===== src/rtl/coherence_bus_arbiter.sv =====
// Round-robin arbiter/sequencer for the shared coherence bus: one owner at a time, held until bus_ack_i.
// Optional watchdog abort of a stalled grant is enabled by defining ARB_TIMEOUT_EN.
module coherence_bus_arbiter #(
   parameter int NUM_CORES = 2,
   parameter int TIMEOUT   = 64
) (
   input  logic                         clk,
   input  logic                         reset,
   input  logic [NUM_CORES-1:0]         req_i,
   input  logic                         bus_ack_i,
   output logic [NUM_CORES-1:0]         gnt_o,
   output logic [$clog2(NUM_CORES)-1:0] bus_owner_o,
   output logic                         bus_valid_o,
   output logic [NUM_CORES-1:0]         done_o,
   output logic                         busy_o,
   output logic                         timeout_o
);

   localparam int OW = $clog2(NUM_CORES);

   typedef enum logic [1:0] {
      S_IDLE  = 2'd0,
      S_GRANT = 2'd1,
      S_DONE  = 2'd2
   } state_t;

   state_t                r_state;
   logic [NUM_CORES-1:0]  r_gnt;
   logic [OW-1:0]         r_owner;
   logic                  r_valid;
   logic [NUM_CORES-1:0]  r_done;
   logic                  r_busy;
   logic [OW-1:0]         r_rr_last;

   logic                  w_found;
   logic [OW-1:0]         w_pick;
   logic [NUM_CORES-1:0]  w_pick_oh;
   logic                  w_owner_req;

   // Scan downward in offset so the smallest offset from rr_last+1 is the last (winning) assignment.
   always_comb begin
      w_found = 1'b0;
      w_pick  = '0;
      for (int k = NUM_CORES; k >= 1; k--) begin
         if (req_i[(int'(r_rr_last) + k) % NUM_CORES]) begin
            w_found = 1'b1;
            w_pick  = OW'((int'(r_rr_last) + k) % NUM_CORES);
         end
      end
   end

   assign w_pick_oh   = {{(NUM_CORES-1){1'b0}}, 1'b1} << w_pick;
   assign w_owner_req = req_i[r_owner];

`ifdef ARB_TIMEOUT_EN
   localparam int CW = $clog2(TIMEOUT + 1);
   logic [CW-1:0] r_cnt;
   logic          r_timeout;
`endif

   always_ff @(posedge clk or negedge reset) begin
      if (!reset) begin
         r_state   <= S_IDLE;
         r_gnt     <= '0;
         r_owner   <= '0;
         r_valid   <= 1'b0;
         r_done    <= '0;
         r_busy    <= 1'b0;
         r_rr_last <= OW'(NUM_CORES - 1);
`ifdef ARB_TIMEOUT_EN
         r_cnt     <= '0;
         r_timeout <= 1'b0;
`endif
      end else begin
         r_done <= '0;
`ifdef ARB_TIMEOUT_EN
         r_timeout <= 1'b0;
`endif
         case (r_state)
            S_IDLE: begin
               if (w_found) begin
                  r_state <= S_GRANT;
                  r_gnt   <= w_pick_oh;
                  r_owner <= w_pick;
                  r_valid <= 1'b1;
                  r_busy  <= 1'b1;
`ifdef ARB_TIMEOUT_EN
                  r_cnt   <= '0;
`endif
               end
            end
            S_GRANT: begin
               // Ack has priority over both abandon and watchdog expiry.
               if (bus_ack_i) begin
                  r_state   <= S_DONE;
                  r_done    <= r_gnt;
                  r_gnt     <= '0;
                  r_valid   <= 1'b0;
                  r_rr_last <= r_owner;
               end else if (!w_owner_req) begin
                  r_state   <= S_IDLE;
                  r_gnt     <= '0;
                  r_valid   <= 1'b0;
                  r_busy    <= 1'b0;
                  r_rr_last <= r_owner;
               end
`ifdef ARB_TIMEOUT_EN
               else if (r_cnt == CW'(TIMEOUT - 1)) begin
                  r_state   <= S_IDLE;
                  r_gnt     <= '0;
                  r_valid   <= 1'b0;
                  r_busy    <= 1'b0;
                  r_rr_last <= r_owner;
                  r_timeout <= 1'b1;
               end else begin
                  r_cnt <= r_cnt + CW'(1);
               end
`endif
            end
            S_DONE: begin
               r_state <= S_IDLE;
               r_busy  <= 1'b0;
            end
            default: begin
               r_state <= S_IDLE;
               r_gnt   <= '0;
               r_valid <= 1'b0;
               r_busy  <= 1'b0;
            end
         endcase
      end
   end

   assign gnt_o       = r_gnt;
   assign bus_owner_o = r_owner;
   assign bus_valid_o = r_valid;
   assign done_o      = r_done;
   assign busy_o      = r_busy;
`ifdef ARB_TIMEOUT_EN
   assign timeout_o   = r_timeout;
`else
   assign timeout_o   = 1'b0;
`endif

endmodule


===== config.mk =====
export PLATFORM = sky130hd
export DESIGN_NAME = coherence_bus_arbiter
export DESIGN_NICKNAME = d
export VERILOG_FILES = /design/src/rtl/coherence_bus_arbiter.sv
export SDC_FILE = /design/constraint.sdc
export NUM_CORES = 1
export LEC_CHECK = 0
export ABC_AREA = 1
export BUFFER_PORTS_ARGS = -buffer_cell sky130_fd_sc_hd__buf_4
export CAP_MARGIN = 20
export CORE_AREA = 2 2 39 41
export CTS_CLUSTER_DIAMETER = 40
export DETAILED_ROUTE_END_ITERATION = 10
export DIE_AREA = 0 0 41 43
export GPL_TIMING_DRIVEN = 0
export SYNTH_ARGS = -nofsm -noshare
export SYNTH_HDL_FRONTEND = slang
export SYNTH_SLANG_ARGS = --single-unit

===== constraint.sdc =====
create_clock -name clk -period 1.6 [get_ports clk]
set_input_delay 0.32 -clock clk [delete_from_list [all_inputs] [get_ports clk]]
set_output_delay 0.32 -clock clk [all_outputs]
set_load 0.01 [all_outputs]

## Word level (Yosys, flattened, before mapping)

Cells that the tools add are included.

- Register bits: 10
- Bits in latches: 0
- Memory bits (writable): 0
- ROM bits: 0
- Input port bits: 5
- Output and inout bits: 8
- Logic and storage cells: 58
- Memories: 0

- $add $sub $neg: 2
- Multiply operators: 0
- Div/mod/pow operators: 0
- $lt $le $gt $ge: 3
- Equality and inequality tests: 7
- Shift operators: 1
- Muxes and demuxes: 29
- Bitwise gates (word level): 3
- Reduce and logical (&&, ||, !) cells: 6

Operator list:

| kind | count |
|---|---|
| $mux 1 | 18 |
| $mux 2 | 7 |
| $ne 2x2->1 const B | 4 |
| $lt 2x3->1 const B | 2 |
| $pmux 2 s3 | 1 |
| $reduce_and 2->1 | 3 |
| $reduce_and 3->1 | 2 |
| $pmux 2 s2 | 1 |
| $ne 3x3->1 const B | 1 |
| $pmux 1 s3 | 1 |
| $add 1x1->1 const B | 2 |
| $and 1x1->1 const A | 2 |
| $eq 2x1->1 const B | 1 |
| $eq 2x2->1 const B | 1 |
| $logic_not 2->1 | 1 |
| $lt 1x2->1 const B | 1 |
| $pmux 1 s2 | 1 |
| $shl 1x1->2 const A | 1 |
| $not 1->1 | 1 |

## Depth between registers and ports, before layout

- Depth in word-level cells: 10
- Gate-level depth with buffers: 7
- Mapped depth without buffers: 7

## Worst setup path before layout

No wires, ideal clock.

- Path kind: reg-to-reg
- From: register r_owner, in the netlist bus_owner_o
- To: register r_gnt[1], in the netlist gnt_o[1]
- Setup time: 66 ps
- Arrival time: 862 ps
- Required time: 1534 ps
- Setup slack: 672 ps
- Stages on the path, launching flop included: 8
- Period minus slack after synthesis: 928 ps
- Path through: dfrtp_1 > inv_1 > nand2_1 > nand2_1 > nand3_2 > nand2_2 > nand2_1 > nand2_1

- Word-level cells in the longest chain between the ends: 4

Ends and longest elaborated chain:

| element | line | source |
|---|---|---|
| from (decl) | 29 | `logic [OW-1:0] r_owner;` |
| from (signal assigned) | 84 | `r_owner <= w_pick;` |
| $mux 1 (not written as such) (2 in series) | 53 | `assign w_owner_req = req_i[r_owner];` |
| $ne 3x3->1 (no line) | -- |  |
| $reduce_and 3->1 (no line) | -- |  |
| to (signal assigned) | 83 | `r_gnt <= w_pick_oh;` |
| to (decl) | 28 | `logic [NUM_CORES-1:0] r_gnt;` |

Every way passes these cells. The select of a mux whose other input is x is not followed.
A chain may end at the register's enable or synchronous reset.

## Worst setup path after layout

- From: register r_gnt[0], in the netlist gnt_o[0]
- To: output gnt_o[0]

RTL lines:

| element | line | source |
|---|---|---|
| to (decl) | 11 | `output logic [NUM_CORES-1:0] gnt_o,` |

No word-level cell between the ends.

==> run metrics <==
wire per inst 10.1 µm; Max Cap Viol 0; Max Clock Freq just under 900 MHz; CTS buffer count 3; GRT overflow 0; RSZ-0062 raised after global routing no; Finished Layout Cells 87; area grow syn2layout 32.2%; ANT nets after route 0; Detailed Place HPWL 646 µm; Leakage 0.344 nW; I/O pin count 13; syn avg cell area 8.39 µm²; clock latency on the worst-skew pair 0.27 ns; pwr dens ~1900 nW/µm²; final setup TNS 0 ns; delay-heaviest family, CP flip-flops; RD Place Congestion approximately 0.74; FILL cells 141; startpoint types flop; die area ~1800 µm²; CP endpoint kind primary output; antenna cells 0; area leader, netlist dfrtp_1; flops & latches, synth 10; Via density between 4 and 5; Port Buffers 11; global-route wire length before repair 1340 µm; Mapped Area 462 µm²; Die Ht 43 µm; CP Max Fanout 3; Crit Path Category reg -> out; initial antenna violation count 0; initial DRC count 6; GRT Total Usage 0.123; count of different cell masters after synthesis 15; CP required 1.28 ns; largest net degree at the start of global routing 11; final worst-path cycle share 0.709; Max Root-Sink Buffers 2; outcome complete, no violations; Nets 77; Clock power frac 0.200; share of cells above drive strength 1 0.380; Rows 14; final routed DRC violation total 0; Comb power frac 0.418; post-CTS setup buffer count 0; Post-Syn Instances 55; CTS Root Cell clkbuf_4; Total Wirelength 877 µm; routed via count 365; fin. max-slew vios 0; skew final around 0.0047 ns; syn nets 60; sequential area share after synthesis 0.545; final setup vio count 0; Int Pwr approximately 0.00071 W; final critical-path required period 1.13 ns; Initial Utilization 0.334; Synth Warn # 0; Max VDD drop 0.736 mV; switching pwr 0.000441 W; maximum level of the CTS H-tree 1; DIE WIDTH about 41 µm; Clk pin slew, worst setup/hold paths 0.07 ns; top cell type's share of synthesized area 0.488; Sequential Power Share 0.382; TritonCTS clock tree done; Worst Path Buf+Inv 1; Crit path arrival time about 0.8 ns; HP Class in -> reg; Pre-Repair DR Iteration Count 4; vias in the first global route 323; CTS sink cnt 10; sw frac 0.384; Inst Count DP around 80; Slowest cell on crit path dfrtp_1; synth top area cells dfrtp_1, nand2_1, dfstp_2, inv_1, nor2_4; critical path's largest stage delay approximately 0.40 ns; core box area 1380 µm²; Cell Chain, Critical Path buf_4; R2R setup slack 0.60 ns; final hold viol count 0
-- registers in the layout, summed over array words and instances (netlist names) --
name / cells
done_o: 2
gnt_o: 2
r_state: 2
bus_owner_o: 1
bus_valid_o: 1
busy_o: 1
r_rr_last: 1
-- power by group through the flow --
stage	Sequential [W]	Combinational (W)	Clock [W]
after floorplan	0.000469	0.000271	0
after global placement	0.000438	0.000475	0
after detailed placement	0.000440	0.000481	0
after CTS	0.000439	0.000487	0.000239
after global routing	0.000450	0.000535	0.000257
final	0.000440	0.000480	0.000230
-- final timing paths --
| check | start | cells past startpoint | endpoint |
|---|---|---|---|
| max reg2reg | r_state[1] | 7 | busy_o |
| max in group asynchronous | reset | 2 | r_rr_last |
| min reg2reg | bus_valid_o | 2 | bus_valid_o |
| max | gnt_o[0] | 1 | gnt_o[0] |
| min in group asynchronous | reset | 2 | r_state[1] |
| min | bus_ack_i | 3 | r_state[1] |
-- through the flow --
step	total power (W)	hold WS [ns]	setup WS (ns)	utilization	instance area, µm²
floorplan	0.000739	0.0244	0.672	-	462
global placement	0.000913	0.153	0.595	0.408	564
detailed placement	0.000921	0.158	0.595	0.408	564
CTS	0.00117	0.329	0.451	0.441	611
global route	0.00124	0.339	0.431	0.441	611
finish	0.00115	0.338	0.465	0.441	611
-- area by class of cell --
type | count | area, µm² | area share
multi-input combinational | 34 | 165 | 0.270
clock buffer | 4 | 36.3 | 0.0594
buffer | 1 | 7.51 | 0.0123
sequential | 10 | 251 | 0.412
inverter | 10 | 37.5 | 0.0615
timing repair buffer | 12 | 92.6 | 0.152
tap | 16 | 20.0 | 0.0328
-- cells by family after synthesis --
group                  share of synthesized area
AOI/OAI and AO/OA                         0.0325
buffers and inverters                     0.0976
DFF                                        0.545
other                                    0.00812
and+or+nand+nor                            0.317
-- repair_timing --
item                                   CTS  global route
hold buffers                             1             0
endpoints found under the hold margin    9             0
resized for setup                        0             0
-- placed cells by master, fill, tap and decap left out, drive strengths merged --
master       count
buf             12
clkbuf           4
conb             1
dfrtp            9
dfstp            1
dlygate4sd3      1
inv             10
nand2           21
nand3            3
nor2             6
o21ai            3
-- cells in the mapped netlist --
master / count
buf_4: 1
conb_1: 1
dfrtp_1: 9
dfstp_2: 1
inv_1: 7
inv_2: 3
nand2_1: 19
nand2_2: 2
nand3_1: 2
nand3_2: 1
nor2_1: 2
nor2_2: 2
nor2_4: 2
o21ai_0: 1
o21ai_1: 2
-- layer usage --
layer | routed length [µm] | global-route usage
met5 | 0 | 0
met2 | 456 | 0.181
met4 | 14 | 0.100
met1 | 365 | 0.120
met3 | 40 | 0.0628
No activity file was read; power rests on OpenSTA's default activity.
